### config.mk
export PLATFORM = sky130hd
export DESIGN_NAME = kalman_filter_mc_flat
export DESIGN_NICKNAME = d
export VERILOG_FILES = /design/src/rtl/kalman_filter_mc_if.sv /design/src/rtl/kalman_filter_mc.sv /design/src/flat_wrapper.sv
export SDC_FILE = /design/constraint.sdc
export NUM_CORES = 2
export LEC_CHECK = 0
export CORE_MARGIN = 2
export CORE_UTILIZATION = 65
export CTS_BUF_LIST = sky130_fd_sc_hd__clkbuf_8
export DETAILED_ROUTE_END_ITERATION = 10
export PLACE_DENSITY = 0.82
export REMOVE_ABC_BUFFERS = 1
export SYNTH_ARGS = -nofsm -noshare
export SYNTH_HDL_FRONTEND = slang
export SYNTH_SLANG_ARGS = --single-unit
### constraint.sdc
create_clock -name clk -period 115.1 [get_ports clk]
set_clock_uncertainty 0.2 [all_clocks]
set_input_delay 17.265 -clock clk [delete_from_list [all_inputs] [get_ports clk]]
set_output_delay 17.265 -clock clk [all_outputs]
set_load 0.1 [all_outputs]
### src/rtl/kalman_filter_mc_if.sv
`default_nettype none
// ============================================================================
// Module   : kalman_filter_mc_if
// Function : Sample-in / estimate-out bus of the multi-channel Kalman filter.
// Revision : 1.0  initial release
// ============================================================================
interface kalman_filter_mc_if #(
    parameter int DW = 13,
    parameter int CW = 2
);
    logic                 in_valid;
    logic                 in_ready;
    logic [CW-1:0]        in_ch;
    logic signed [DW-1:0] in_data;
    logic                 out_valid;
    logic [CW-1:0]        out_ch;
    logic signed [DW-1:0] out_data;

    modport master (
        output in_valid, in_ch, in_data,
        input  in_ready, out_valid, out_ch, out_data
    );

    modport slave (
        input  in_valid, in_ch, in_data,
        output in_ready, out_valid, out_ch, out_data
    );
endinterface
`default_nettype wire

### src/rtl/kalman_filter_mc.sv
`default_nettype none
// ============================================================================
// Module   : kalman_filter_mc
// Function : Time-multiplexed 1-D scalar Kalman filter with CH independent
//            channels sharing one saturating datapath.
// Revision : 1.0  initial release
// ============================================================================
module kalman_filter_mc #(
    parameter int DW    = 13,
    parameter int CH    = 3,
    parameter int CW    = 2,
    parameter int FRAC  = 12,
    parameter int Q_DEF = 1,
    parameter int R_DEF = 64
) (
    input  logic              clk,
    input  logic              rst_n,
    input  logic              cfg_we,
    input  logic [DW-2:0]     q_cfg,
    input  logic [DW-2:0]     r_cfg,
    input  logic              clr,
    kalman_filter_mc_if.slave bus
);
    localparam int PW  = DW - 1;           // covariance width (unsigned)
    localparam int NW  = DW + FRAC;        // gain numerator width
    localparam int KW  = FRAC + 1;         // gain width, holds 1.0
    localparam int MXW = KW + DW + 2;      // signed K*innov product width
    localparam int MPW = KW + PW;          // unsigned K*P product width

    localparam logic [PW-1:0]         c_P_MAX = '1;
    localparam logic [KW-1:0]         c_K_ONE = {1'b1, {FRAC{1'b0}}};
    localparam logic signed [MXW-1:0] c_X_MAX = MXW'((1 << (DW-1)) - 1);
    localparam logic signed [MXW-1:0] c_X_MIN = ~c_X_MAX;

    typedef enum logic [2:0] {
        S_IDLE = 3'd0,
        S_PRED = 3'd1,
        S_GAIN = 3'd2,
        S_DIV  = 3'd3,
        S_MUL  = 3'd4,
        S_SUM  = 3'd5,
        S_WB   = 3'd6
    } state_t;

    state_t                r_state;
    logic signed [DW-1:0]  r_x [CH];
    logic [PW-1:0]         r_p [CH];
    logic [CH-1:0]         r_seeded;
    logic [PW-1:0]         r_q;
    logic [PW-1:0]         r_r;
    logic [PW-1:0]         r_q_s;
    logic [PW-1:0]         r_r_s;
    logic signed [DW-1:0]  r_z;
    logic [CW-1:0]         r_ch;
    logic                  r_seed;
    logic signed [DW-1:0]  r_xf;
    logic [PW-1:0]         r_pf;
    logic [NW-1:0]         r_num;
    logic [DW:0]           r_den;
    logic signed [DW:0]    r_innov;
    logic [KW-1:0]         r_k;
    logic signed [MXW-1:0] r_mx;
    logic [MPW-1:0]        r_mp;
    logic signed [DW-1:0]  r_xn;
    logic [PW-1:0]         r_pn;
    logic                  r_in_ready;
    logic                  r_out_valid;
    logic [CW-1:0]         r_out_ch;
    logic signed [DW-1:0]  r_out_data;

    logic                  w_ch_ok;
    logic [PW:0]           w_psum;
    logic [NW-1:0]         w_quot;
    logic [KW-1:0]         w_k;
    logic signed [MXW-1:0] w_xsum;
    logic signed [DW-1:0]  w_xn;
    logic [MPW-1:0]        w_mp_sh;
    logic [PW-1:0]         w_pn;

    always_comb begin
        w_ch_ok = (int'(bus.in_ch) < CH);
        w_psum  = {1'b0, r_p[r_ch]} + {1'b0, r_q_s};

        // Zero denominator yields zero gain; the divider never sees it.
        w_quot = '0;
        w_k    = '0;
        if (r_den != '0) begin
            w_quot = r_num / NW'(r_den);
            w_k    = (w_quot > NW'(c_K_ONE)) ? c_K_ONE : w_quot[KW-1:0];
        end

        w_xsum = MXW'(r_xf) + (r_mx >>> FRAC);
        if (w_xsum > c_X_MAX)
            w_xn = c_X_MAX[DW-1:0];
        else if (w_xsum < c_X_MIN)
            w_xn = c_X_MIN[DW-1:0];
        else
            w_xn = w_xsum[DW-1:0];

        w_mp_sh = r_mp >> FRAC;
        if (w_mp_sh >= MPW'(r_pf))
            w_pn = '0;
        else
            w_pn = r_pf - w_mp_sh[PW-1:0];
    end

    always_ff @(posedge clk or negedge rst_n) begin
        if (!rst_n) begin
            r_state     <= S_IDLE;
            for (int i = 0; i < CH; i++) begin
                r_x[i] <= '0;
                r_p[i] <= '0;
            end
            r_seeded    <= '0;
            r_q         <= PW'(Q_DEF);
            r_r         <= PW'(R_DEF);
            r_q_s       <= PW'(Q_DEF);
            r_r_s       <= PW'(R_DEF);
            r_z         <= '0;
            r_ch        <= '0;
            r_seed      <= 1'b0;
            r_xf        <= '0;
            r_pf        <= '0;
            r_num       <= '0;
            r_den       <= '0;
            r_innov     <= '0;
            r_k         <= '0;
            r_mx        <= '0;
            r_mp        <= '0;
            r_xn        <= '0;
            r_pn        <= '0;
            r_in_ready  <= 1'b1;
            r_out_valid <= 1'b0;
            r_out_ch    <= '0;
            r_out_data  <= '0;
        end else begin
            r_out_valid <= 1'b0;
            if (cfg_we) begin
                r_q <= q_cfg;
                r_r <= r_cfg;
            end
            // The WB bit-set below is later in the block, so an in-flight
            // sample re-marks its own channel even if clr lands on WB.
            if (clr)
                r_seeded <= '0;

            case (r_state)
                S_IDLE: begin
                    r_in_ready <= 1'b1;
                    if (bus.in_valid && r_in_ready && w_ch_ok) begin
                        r_z        <= bus.in_data;
                        r_ch       <= bus.in_ch;
                        r_q_s      <= r_q;
                        r_r_s      <= r_r;
                        r_in_ready <= 1'b0;
                        r_state    <= S_PRED;
                    end
                end
                S_PRED: begin
                    r_xf    <= r_x[r_ch];
                    r_pf    <= w_psum[PW] ? c_P_MAX : w_psum[PW-1:0];
                    r_seed  <= ~r_seeded[r_ch];
                    r_state <= S_GAIN;
                end
                S_GAIN: begin
                    r_num   <= NW'(r_pf) << FRAC;
                    r_den   <= (DW+1)'(r_pf) + (DW+1)'(r_r_s);
                    r_innov <= (DW+1)'(r_z) - (DW+1)'(r_xf);
                    r_state <= S_DIV;
                end
                S_DIV: begin
                    r_k     <= w_k;
                    r_state <= S_MUL;
                end
                S_MUL: begin
                    r_mx    <= MXW'($signed({1'b0, r_k})) * MXW'(r_innov);
                    r_mp    <= MPW'(r_k) * MPW'(r_pf);
                    r_state <= S_SUM;
                end
                S_SUM: begin
                    r_xn    <= r_seed ? r_z : w_xn;
                    r_pn    <= r_seed ? r_r_s : w_pn;
                    r_state <= S_WB;
                end
                S_WB: begin
                    r_x[r_ch]      <= r_xn;
                    r_p[r_ch]      <= r_pn;
                    r_seeded[r_ch] <= 1'b1;
                    r_out_data     <= r_xn;
                    r_out_ch       <= r_ch;
                    r_out_valid    <= 1'b1;
                    r_in_ready     <= 1'b1;
                    r_state        <= S_IDLE;
                end
                default: begin
                    r_in_ready <= 1'b1;
                    r_state    <= S_IDLE;
                end
            endcase
        end
    end

    assign bus.in_ready  = r_in_ready;
    assign bus.out_valid = r_out_valid;
    assign bus.out_ch    = r_out_ch;
    assign bus.out_data  = r_out_data;

endmodule
`default_nettype wire

### src/flat_wrapper.sv
// flat-port wrapper written by rule: the top's interface ports become plain ports
module kalman_filter_mc_flat 
#(
    parameter int DW    = 13,
    parameter int CH    = 3,
    parameter int CW    = 2,
    parameter int FRAC  = 12,
    parameter int Q_DEF = 1,
    parameter int R_DEF = 64
)
  (clk, rst_n, cfg_we, q_cfg, r_cfg, clr, bus_in_valid, bus_in_ch, bus_in_data, bus_in_ready, bus_out_valid, bus_out_ch, bus_out_data);
  kalman_filter_mc_if #(.DW(DW), .CW(CW)) bus_i ();
  input  logic clk;
  input  logic rst_n;
  input  logic cfg_we;
  input  logic [DW-2:0] q_cfg;
  input  logic [DW-2:0] r_cfg;
  input  logic clr;
  input wire logic [$bits(bus_i.in_valid)-1:0] bus_in_valid;
  input wire logic [$bits(bus_i.in_ch)-1:0] bus_in_ch;
  input wire logic [$bits(bus_i.in_data)-1:0] bus_in_data;
  output wire logic [$bits(bus_i.in_ready)-1:0] bus_in_ready;
  output wire logic [$bits(bus_i.out_valid)-1:0] bus_out_valid;
  output wire logic [$bits(bus_i.out_ch)-1:0] bus_out_ch;
  output wire logic [$bits(bus_i.out_data)-1:0] bus_out_data;
  assign bus_i.in_valid = bus_in_valid;
  assign bus_i.in_ch = bus_in_ch;
  assign bus_i.in_data = bus_in_data;
  assign bus_in_ready = bus_i.in_ready;
  assign bus_out_valid = bus_i.out_valid;
  assign bus_out_ch = bus_i.out_ch;
  assign bus_out_data = bus_i.out_data;
  kalman_filter_mc #(.DW(DW), .CH(CH), .CW(CW), .FRAC(FRAC), .Q_DEF(Q_DEF), .R_DEF(R_DEF)) u_core (.clk(clk), .rst_n(rst_n), .cfg_we(cfg_we), .q_cfg(q_cfg), .r_cfg(r_cfg), .clr(clr), .bus(bus_i));
endmodule
==> reports/metrics.yaml <==
status: "finished clean"
crit_type: "register to register"
die_h_um: 252
dp_cells: 5435
syn-cell-area_mm2: 0.0399
numClockSinks: 293
final.min_clock_period_ns: 63.70
cp.required_ns: 115.45
synth.area.top_cells: "dfrtp_1, ha_1, fa_1"
slew_headroom_pct: 18.0
fin_tns_setup_ns: 0
cts_resized: 0
maxCapViolations: 0
synth-seq-cells: 293
synth_cells: 4729
worst_path_most_repeated_cell: "o21ai_0"
synth_mux_area_share_pct: 6.56
synthFlopType: "dfrtp_1"
yosys_warnings: 0
post_synth.cell_area_avg_um2: 8.45
synth_top_area_cell: "dfrtp_1"
cpPeakStageDelay_ns: 0.79
synth_compound_area_share_pct: 19.4
wl_per_cell_um: 20.4
cp.arrival_ns: 64.05
worstSkewPairLatency_ns: 0.70
cts_tree: "done"
worstSetupEndpointType: "register"
tightest_slew_ns: 1.23
track_usage_pct: 36.2
synth_commonest_cells: "nand2_1, ha_1, inv_1"
fin_util_pct: 69.8
synth_edf_count: 0
clkTransAtPathRegs_ns: 0.06
yosysSeqAreaShare_pct: 18.4
drt.antenna.violating_nets: 0
cts_made_buffers: 49
num_io_pins: 61
drc: 0
setup-violations-final: 0
routed_wl_um: 113000
r2r-start: "u_core.r_den[1]$_DFFE_PN0P_"
yosys.area_share.adder_pct: 27.1
hp-start: "u_core.bus.out_ch[0]$_DFFE_PN0P_"
row_count: 90
layout.cells.non_filler: 5526
synth_xor_area_share_pct: 4.78
hpwl_um: 84300
synth_most_common_cell: "nand2_1"
core_area_mm2: 0.0606
fillers: 4782
min_path_type: "register to register"
clockBufferDepth: 3
rsz0062_at_grt: "false"
fin_nets: 5467
io_buffers: 60
fp.dieArea_mm2: 0.0635
netlist.area_leader.share_pct: 18.0
ctsHoldBuffers: 0
grt_pass1_wl_um: 185000
period_share_pct: 55.3
antenna_found_initial: 2
drive_gt1_share_pct: 8.73
path_max_fanout: 27
ys_types: 122
synth-async-reset-ratio_pct: 100
cts_setup_buffers: 0
drt-pass1-iter-count: 5
place.gp.congestion: 0.982
viasPerCell: 6.36
cp-start-kind: "register"
syn2layout_area_growth_pct: 5.81
drt_iter0_markers: 2670
grt_overflow: 0
synth_top_family_by_area: "adder cells"
crit_slowest_cell: "o311ai_0"
hold_viol_final: 0
die_w_um: 252
grt_max_degree: 117
cts.root.buffer_cell: "clkbuf_8"
synth_simple_gate_area_share_pct: 17.8
max_freq_ghz: 0.0157
initial_core_util_pct: 65.9
slew_viol_final: 0
setup.worst_path.start: "u_core.r_den[1]$_DFFE_PN0P_"
cts_max_level: 2
vias: 35200
grt_pass1_vias: 35700
cell type report:
cell class              instances  area [um^2]  area share, %
repair buffers                116         1030           2.43
clock inverters                29          215          0.509
diodes                          1         2.50        0.00592
well taps                     782          978           2.31
flip-flops and latches        293         7340           17.4
clock buffers                  61          840           1.99
inverters                     434         1630           3.85
multi-input cells            3810        30200           71.5
flip-flops by register name, summed over array words and instances (netlist names), 13 cells and up:
| name | flops |
|---|---|
| u_core.bus.out_data | 13 |
| u_core.r_den | 13 |
| u_core.r_innov | 14 |
| u_core.r_k | 13 |
| u_core.r_mp | 13 |
| u_core.r_mx | 16 |
| u_core.r_p | 36 |
| u_core.r_x | 39 |
| u_core.r_xf | 13 |
| u_core.r_xn | 13 |
| u_core.r_z | 13 |
metrics by stage:
step                      instance area (um^2)  setup slack (ns)  hold WS, ns
after detailed placement                 41200             52.50        0.266
after global placement                   41200             54.03        0.260
after CTS                                42300             52.32        0.281
after floorplan                          39200             56.02        0.246
after global routing                     42300             45.60        0.292
final                                    42300             51.40        0.279
layer usage:
metal	GRT usage [%]	wire (um)	vias to the layer above
met1	45.0	45100	17000
met3	5.87	8260	400
met4	19.8	6790	2
met5	0	14	-
li1	-	-	16500
met2	60.4	52500	1354
logic make-up (layout without fill, tap and decap cells):
kind of cell,after synthesis,in the layout
compound gates,1176,1176
xor+xnor,218,218
fa+ha+maj,719,719
buf+inv,626,640
flops,293,293
mux,238,238
other cells,1,2
simple gates,1458,1458
worst max-delay path: cells and delay by family, from the launching register on:
kind | cells | cell delay [ns]
adder cells (fa/ha/maj) | 24 | 7.53
multiplexers | 7 | 2.35
AO/OA/AOI/OAI | 144 | 31.70
AND/OR/NAND/NOR | 86 | 18.63
buffers and inverters | 12 | 2.60
flip-flops | 1 | 0.46
worst paths after layout:
check                                                   end  slack [ns]  depth (start not counted)
max reg2reg                       u_core.r_k[0]$_DFFE_PN0P_       51.40                        273
max in group asynchronous         u_core.r_r[8]$_DFFE_PN0P_       96.76                          2
min                        u_core.bus.out_ch[0]$_DFFE_PN0P_        0.28                          2
min reg2reg                u_core.bus.out_ch[0]$_DFFE_PN0P_        0.28                          2
max                               u_core.r_k[0]$_DFFE_PN0P_       51.40                        273
min in group asynchronous        u_core.r_x[25]$_DFFE_PN0P_       16.44                          1
cells in the final DEF, fill, tap and decap left out, types with 43 or more instances in the layout:
| cell | netlist | routed |
|---|---|---|
| nand2b_1 | 67 | 67 |
| buf_4 | 3 | 56 |
| nand3_1 | 73 | 72 |
| inv_1 | 431 | 448 |
| a21o_1 | 134 | 134 |
| nor3_1 | 87 | 85 |
| xnor2_1 | 140 | 140 |
| a21oi_1 | 286 | 286 |
| fa_1 | 244 | 244 |
| o31ai_1 | 43 | 43 |
| mux2i_1 | 50 | 50 |
| clkdlybuf4s50_1 | 0 | 59 |
| o21a_1 | 90 | 90 |
| clkbuf_8 | 0 | 61 |
| nand2_1 | 564 | 564 |
| dfrtp_1 | 288 | 287 |
| nor2_1 | 265 | 265 |
| and2_1 | 149 | 149 |
| xor2_1 | 78 | 78 |
| ha_1 | 475 | 475 |
| nor2b_1 | 52 | 51 |
| o21ai_0 | 282 | 282 |
| mux2_2 | 186 | 186 |
Power is not shown: default switching activity piles up to over one toggle a cycle in this logic, so the estimate is an artifact.
